<file path="src/rtl/red_pitaya_na_accumulator.sv">
// rtl/red_pitaya_na_accumulator.sv - multi-channel network-analyzer averaging engine
//
// Purpose:
//   Accumulates CHANNELS signed demodulated quadratures over a programmable
//   number of valid samples, after a programmable settling delay. Each channel
//   has a saturating accumulator with a sticky overflow flag. A completed run is
//   copied into a snapshot register so software reads stable data while the
//   next window (continuous mode) is already accumulating.
//
// Ports:
//   clk_i, rst_i          clock, asynchronous active-high reset
//   start_i, abort_i      single-cycle control pulses (abort wins)
//   cont_i                continuous re-arm after each completed run
//   averages_i            valid samples per run (sampled at start)
//   sleepcycles_i         settling cycles before accumulation (sampled at start)
//   dat_i, valid_i        packed signed samples, channel k at [k*INBITS +: INBITS]
//   state_o               IDLE=0, SLEEP=1, AVERAGE=2, DONE=3
//   busy_o                SLEEP or AVERAGE, decoded from the state register
//   done_o                one-cycle pulse on entry to DONE
//   result_valid_o        result_o holds a completed run
//   result_o              snapshot of the sums, same packing as dat_i
//   overflow_o            sticky per-channel saturation flags of the current run
//   seq_o                 completed-run counter, wraps

module red_pitaya_na_accumulator #(
    parameter int CHANNELS = 2,
    parameter int INBITS   = 24,
    parameter int SUMBITS  = 62,
    parameter int CNTBITS  = 32,
    parameter int SEQBITS  = 16
) (
    input  logic                         clk_i,
    input  logic                         rst_i,
    input  logic                         start_i,
    input  logic                         abort_i,
    input  logic                         cont_i,
    input  logic [CNTBITS-1:0]           averages_i,
    input  logic [CNTBITS-1:0]           sleepcycles_i,
    input  logic [CHANNELS*INBITS-1:0]   dat_i,
    input  logic                         valid_i,
    output logic [1:0]                   state_o,
    output logic                         busy_o,
    output logic                         done_o,
    output logic                         result_valid_o,
    output logic [CHANNELS*SUMBITS-1:0]  result_o,
    output logic [CHANNELS-1:0]          overflow_o,
    output logic [SEQBITS-1:0]           seq_o
);

    typedef enum logic [1:0] {
        ST_IDLE    = 2'd0,
        ST_SLEEP   = 2'd1,
        ST_AVERAGE = 2'd2,
        ST_DONE    = 2'd3
    } state_t;

    state_t                        state_q, state_d;
    logic [CNTBITS-1:0]            sleep_cnt_q, sleep_cnt_d;
    logic [CNTBITS-1:0]            avg_cnt_q, avg_cnt_d;
    logic [CHANNELS*SUMBITS-1:0]   acc_q, acc_d;
    logic [CHANNELS-1:0]           ovf_q, ovf_d;
    logic [CHANNELS*SUMBITS-1:0]   result_q;
    logic                          result_valid_q;
    logic                          done_q;
    logic [SEQBITS-1:0]            seq_q;

    // Per-cycle control decoded by the next-state logic.
    logic                          enter_done;
    logic                          explicit_start;

    // Saturated next sums for every channel, assuming the sample is taken.
    logic [CHANNELS*SUMBITS-1:0]   sum_sat;
    logic [CHANNELS-1:0]           sum_ovf;

    for (genvar k = 0; k < CHANNELS; k++) begin : g_ch
        logic signed [SUMBITS-1:0] acc_k;
        logic signed [INBITS-1:0]  dat_k;
        logic signed [SUMBITS:0]   wide_k;
        logic                      sat_hi;
        logic                      sat_lo;

        assign acc_k  = acc_q[k*SUMBITS +: SUMBITS];
        assign dat_k  = dat_i[k*INBITS +: INBITS];
        // One guard bit is enough: the sum of two in-range values cannot
        // exceed the SUMBITS+1 range, and the top two bits disagree exactly
        // when the result left the SUMBITS range.
        assign wide_k = {acc_k[SUMBITS-1], acc_k}
                      + {{(SUMBITS+1-INBITS){dat_k[INBITS-1]}}, dat_k};
        assign sat_hi = ~wide_k[SUMBITS] &  wide_k[SUMBITS-1];
        assign sat_lo =  wide_k[SUMBITS] & ~wide_k[SUMBITS-1];

        assign sum_sat[k*SUMBITS +: SUMBITS] =
            sat_hi ? {1'b0, {(SUMBITS-1){1'b1}}} :
            sat_lo ? {1'b1, {(SUMBITS-1){1'b0}}} :
                     wide_k[SUMBITS-1:0];
        assign sum_ovf[k] = sat_hi | sat_lo;
    end

    // Next-state and datapath control.
    always_comb begin
        state_d        = state_q;
        sleep_cnt_d    = sleep_cnt_q;
        avg_cnt_d      = avg_cnt_q;
        acc_d          = acc_q;
        ovf_d          = ovf_q;
        enter_done     = 1'b0;
        explicit_start = 1'b0;

        if (abort_i) begin
            state_d = ST_IDLE;
        end else if (start_i || (state_q == ST_DONE && cont_i)) begin
            // Explicit or implicit start: both reload from the live inputs,
            // only the explicit one invalidates the snapshot.
            explicit_start = start_i;
            sleep_cnt_d    = sleepcycles_i;
            avg_cnt_d      = averages_i;
            acc_d          = '0;
            ovf_d          = '0;
            if (sleepcycles_i != '0) begin
                state_d = ST_SLEEP;
            end else if (averages_i != '0) begin
                state_d = ST_AVERAGE;
            end else begin
                state_d    = ST_DONE;
                enter_done = 1'b1;
            end
        end else begin
            case (state_q)
                ST_SLEEP: begin
                    sleep_cnt_d = sleep_cnt_q - CNTBITS'(1);
                    if (sleep_cnt_q == CNTBITS'(1)) begin
                        if (avg_cnt_q != '0) begin
                            state_d = ST_AVERAGE;
                        end else begin
                            state_d    = ST_DONE;
                            enter_done = 1'b1;
                        end
                    end
                end
                ST_AVERAGE: begin
                    if (valid_i) begin
                        acc_d     = sum_sat;
                        ovf_d     = ovf_q | sum_ovf;
                        avg_cnt_d = avg_cnt_q - CNTBITS'(1);
                        if (avg_cnt_q == CNTBITS'(1)) begin
                            state_d    = ST_DONE;
                            enter_done = 1'b1;
                        end
                    end
                end
                default: ;
            endcase
        end
    end

    always_ff @(posedge clk_i or posedge rst_i) begin
        if (rst_i) begin
            state_q        <= ST_IDLE;
            sleep_cnt_q    <= '0;
            avg_cnt_q      <= '0;
            acc_q          <= '0;
            ovf_q          <= '0;
            result_q       <= '0;
            result_valid_q <= 1'b0;
            done_q         <= 1'b0;
            seq_q          <= '0;
        end else begin
            state_q     <= state_d;
            sleep_cnt_q <= sleep_cnt_d;
            avg_cnt_q   <= avg_cnt_d;
            acc_q       <= acc_d;
            ovf_q       <= ovf_d;
            done_q      <= enter_done;
            // The snapshot takes the post-update sums so the last sample of
            // the window is included in the cycle right after it is taken.
            if (enter_done) begin
                result_q       <= acc_d;
                result_valid_q <= 1'b1;
                seq_q          <= seq_q + SEQBITS'(1);
            end else if (explicit_start) begin
                result_valid_q <= 1'b0;
            end
        end
    end

    assign state_o        = state_q;
    assign busy_o         = (state_q == ST_SLEEP) || (state_q == ST_AVERAGE);
    assign done_o         = done_q;
    assign result_valid_o = result_valid_q;
    assign result_o       = result_q;
    assign overflow_o     = ovf_q;
    assign seq_o          = seq_q;

endmodule

</file>
<file path="config.mk">
export PLATFORM = sky130hd
export DESIGN_NAME = red_pitaya_na_accumulator
export DESIGN_NICKNAME = d
export VERILOG_FILES = /design/src/rtl/red_pitaya_na_accumulator.sv
export SDC_FILE = /design/constraint.sdc
export NUM_CORES = 1
export LEC_CHECK = 0
export BUFFER_PORTS_ARGS = -buffer_cell sky130_fd_sc_hd__buf_2
export CELL_PAD_IN_SITES_DETAIL_PLACEMENT = 0
export CELL_PAD_IN_SITES_GLOBAL_PLACEMENT = 1
export CORE_MARGIN = 1.5
export CORE_UTILIZATION = 39
export DETAILED_ROUTE_END_ITERATION = 6
export PLACE_DENSITY = 0.84
export SLEW_MARGIN = 5
export SYNTH_ARGS = -nofsm -noshare
export SYNTH_HDL_FRONTEND = slang
export SYNTH_SLANG_ARGS = --single-unit
</file>
<file path="constraint.sdc">
create_clock -name clk_i -period 26.7 [get_ports clk_i]
set_input_delay 2.67 -clock clk_i [delete_from_list [all_inputs] [get_ports clk_i]]
set_output_delay 2.67 -clock clk_i [all_outputs]
set_load 0.05 [all_outputs]
</file>
==> impl_results.md <==
* DR vias at 21721
* LEAKAGE at 12.4 nW
* Final Hold Fails at 0
* Design area at 25800 um2
* NumNets Final at 3202
* Synth Area per Inst at 8.13 um2
* Syn Inst Count at 2765
* Final setup viols at 0
* Max-slew violations at 0
* Clk pin slew, worst setup/hold paths at 60 ps
* Achievable frequency at 119 MHz
* Seq cells post-synth at 334
* Buffers and inverters on the worst path at 3
* Vias in the first global route at 21195
* First drt pass iteration count at 5
* Global-route wire length before repair at 120000 um
* Clock buffer depth at 3
* Top cell by count, worst path: nor2_1
* Largest net degree at the start of global routing at 119
* Die height at 243 um
* Endpoint required time on the critical path at 27150 ps
* Pwr Density at 65.6 nW/um2
* Peak VDD IR at 44.5 uV
* TritonCTS clock tree: built
* DIE WIDTH at 243 um
* RD Place Congestion at 0.919
* Routed vias/inst at 5.81
* H-tree levels at 2
* I/O Buffers at 264
* Crit-path cells: buf_2 -> buf_4 -> ha_1 -> nand4_1 -> or4_1 -> or3_1 -> o32ai_1 -> o211ai_1 -> nand3_1 -> o31ai_1 -> o21a_1 -> nor2_1 -> xor2_1 -> ha_1 -> buf_4 -> nor2_1 -> nor2_1 -> o32a_1 -> a21o_1 -> mux2_2
* Crit-path max FO at 39
* Slew HR at 0.284
* Post-synth EDFFs at 0
* Setup bufs post-CTS at 0
* CTS sink cnt at 334
* Worst r2r src: acc_q[93]$_DFF_PP0_
* Critical Path AT at 8860 ps
* Placed Area at 24400 um2
* Most common cell after layout, fill and taps aside: nand2_1
* Layout cells sized above 1 at 0.140
* # hold bufs at CTS at 0
* Async SR Flop Fraction at 1.00
* Routed wire length at 76700 um
* TritonCTS Buffers at 41
* Max Cap Violations at 0
* Most frequent cells in the layout: 470 x nand2_1, 334 x dfrtp_1, 288 x a21oi_1
* Final Worst Setup Slack at 18300 ps
* Critical path origin: dat_i[47]
* Final worst path period share at 0.315
* Layout area overhead at 15.0%
* Run status: finished, final reports clean
* Pwr Total at 1.69 mW
* Core Box Area at 56700 um2
* Worst skew pair latency at 590 ps
* Gr ovfl total at 0
* Post-DRT Antenna Nets at 0
* Synthesis Warnings at 0
* Hold_sp: result_o[4]$_DFFE_PP0P_
* Synth Cell Area at 22500 um2
* Residual DRC at 0
* CP max stage delay at 710 ps
* Library cells used by synthesis at 78
* Worst Tran Pin Value at 1070 ps
* Post-CTS sizing at 0
* Setup WS pre-CTS at 17760 ps
* Initial Utilization at 0.396
* Post-synth top area share at 0.372
* Nature of the critical path endpoint: register
* Post-synth top area cell: dfrtp_1
* Initial antenna violation count at 5
* GRT Total Usage at 0.253
* FP Rows at 87
* Worst path slowest cell: nor2_1
* CTS root buf: clkbuf_16
* Io pins at 265
* Fin crit period at 8400 ps
* Die area at 59100 um2
* 1st-iter DRT viols at 1619
* Area contributors post-synth: dfrtp_1 37%, nand2_1 7.9%, ha_1 7.6%
* Mean routed wirelength per cell at 20.5 um
* Worst Hold Margin at 468 ps
* RSZ-0062 raised after global routing: no
* Ys flop type: dfrtp_1
* Setup_tns at 0 ps
* Clk_skew at 29.4 ps
* Critical path class: input pin to register
* Worst min path class: register to register
* Hpwl dp at 54800 um
* Crit start category: input pin
* Post-Syn Nets at 3022
* Seq/Total Area, Yosys at 0.372
* Crit-path leading delay family: simple AND/OR/NAND/NOR gates
-- registers in the layout, summed over array words and instances, names as in the netlist --
register,flops
done_o,1
state_o,2
acc_q,124
sleep_cnt_q,32
result_o,124
result_valid_o,1
avg_cnt_q,32
seq_o,16
overflow_o,2
-- report_power, final --
part	total [mW]	switching [mW]	leakage (nW)	internal [mW]
registers	0.611	0.0488	4.42	0.562
logic	0.486	0.335	7.29	0.151
clock network	0.598	0.239	0.686	0.359
total	1.69	0.622	12.4	1.07
-- cells in the mapped netlist, drive strengths merged (29+ instances only) --
cell type and count:
nand3 52, a21o 71, nor3 54, nand2 471, nand4 50, mux2 32, o21ai 271, inv 62
a21oi 290, dfrtp 334, xnor2 89, xor2 38, a31oi 38, nor2 226, o21a 29, nor4 37
clkbuf 130, ha 137
-- worst reg2reg max path, cell delays in order, from the launching register on --
cell	delay, ps
dfrtp_1	450
ha_1	460
nand4_1	250
or4_1	560
or3_1	340
o32ai_1	660
o211ai_1	200
nand3_1	200
o31ai_1	150
o21a_1	190
nor2_1	170
xor2_1	100
ha_1	200
buf_4	250
nor2_1	720
nor2_1	400
o32a_1	430
a21o_1	170
mux2_2	260
-- metrics by stage --
step | std cells | util
floorplan | 2765 | -
global placement | 3658 | 0.430
detailed placement | 3658 | 0.430
CTS | 3732 | 0.455
global route | 3736 | 0.456
finish | 3737 | 0.456
-- cell families after synthesis --
group,share of synthesized area
muxes,0.0169
AOI/OAI and AO/OA,0.249
adders and majority gates,0.0781
xor gates and xnor gates,0.0495
buffers and inverters,0.0369
DFF,0.372
and+or+nand+nor,0.198
-- final cells by class --
| type | count | area (um2) |
|---|---|---|
| antenna | 5 | 12.5 |
| clock buffer | 52 | 1130 |
| clock inverter | 22 | 309 |
| fill | 5631 | 30900 |
| inverter | 63 | 246 |
| multi-input combinational | 2215 | 13300 |
| sequential | 334 | 8360 |
| tap | 756 | 946 |
| timing repair buffer | 290 | 1520 |
-- path summary, 6_finish.rpt --
| path | endpoint | slack, ps | depth (start not counted) |
|---|---|---|---|
| worst max-delay path | result_o[80]$_DFFE_PP0P_ | 18300 | 20 |
| worst min-delay path | result_o[4]$_DFFE_PP0P_ | 470 | 2 |
| worst max register to register | result_o[80]$_DFFE_PP0P_ | 20450 | 18 |
| worst min register to register | result_o[4]$_DFFE_PP0P_ | 470 | 2 |
| max in group asynchronous | acc_q[82]$_DFF_PP0_ | 22820 | 3 |
| min in group asynchronous | seq_o[14]$_DFFE_PP0P_ | 2240 | 2 |
-- metal layers --
metal / share of wire / vias up / GRT usage
met4: 0.036 / 0 / 0.103
met3: 0.050 / 158 / 0.0346
li1: - / 10359 / -
met5: 0 / - / 0
met1: 0.45 / 10529 / 0.342
met2: 0.46 / 675 / 0.408
Note: power is estimated with default switching activity, not from simulation.
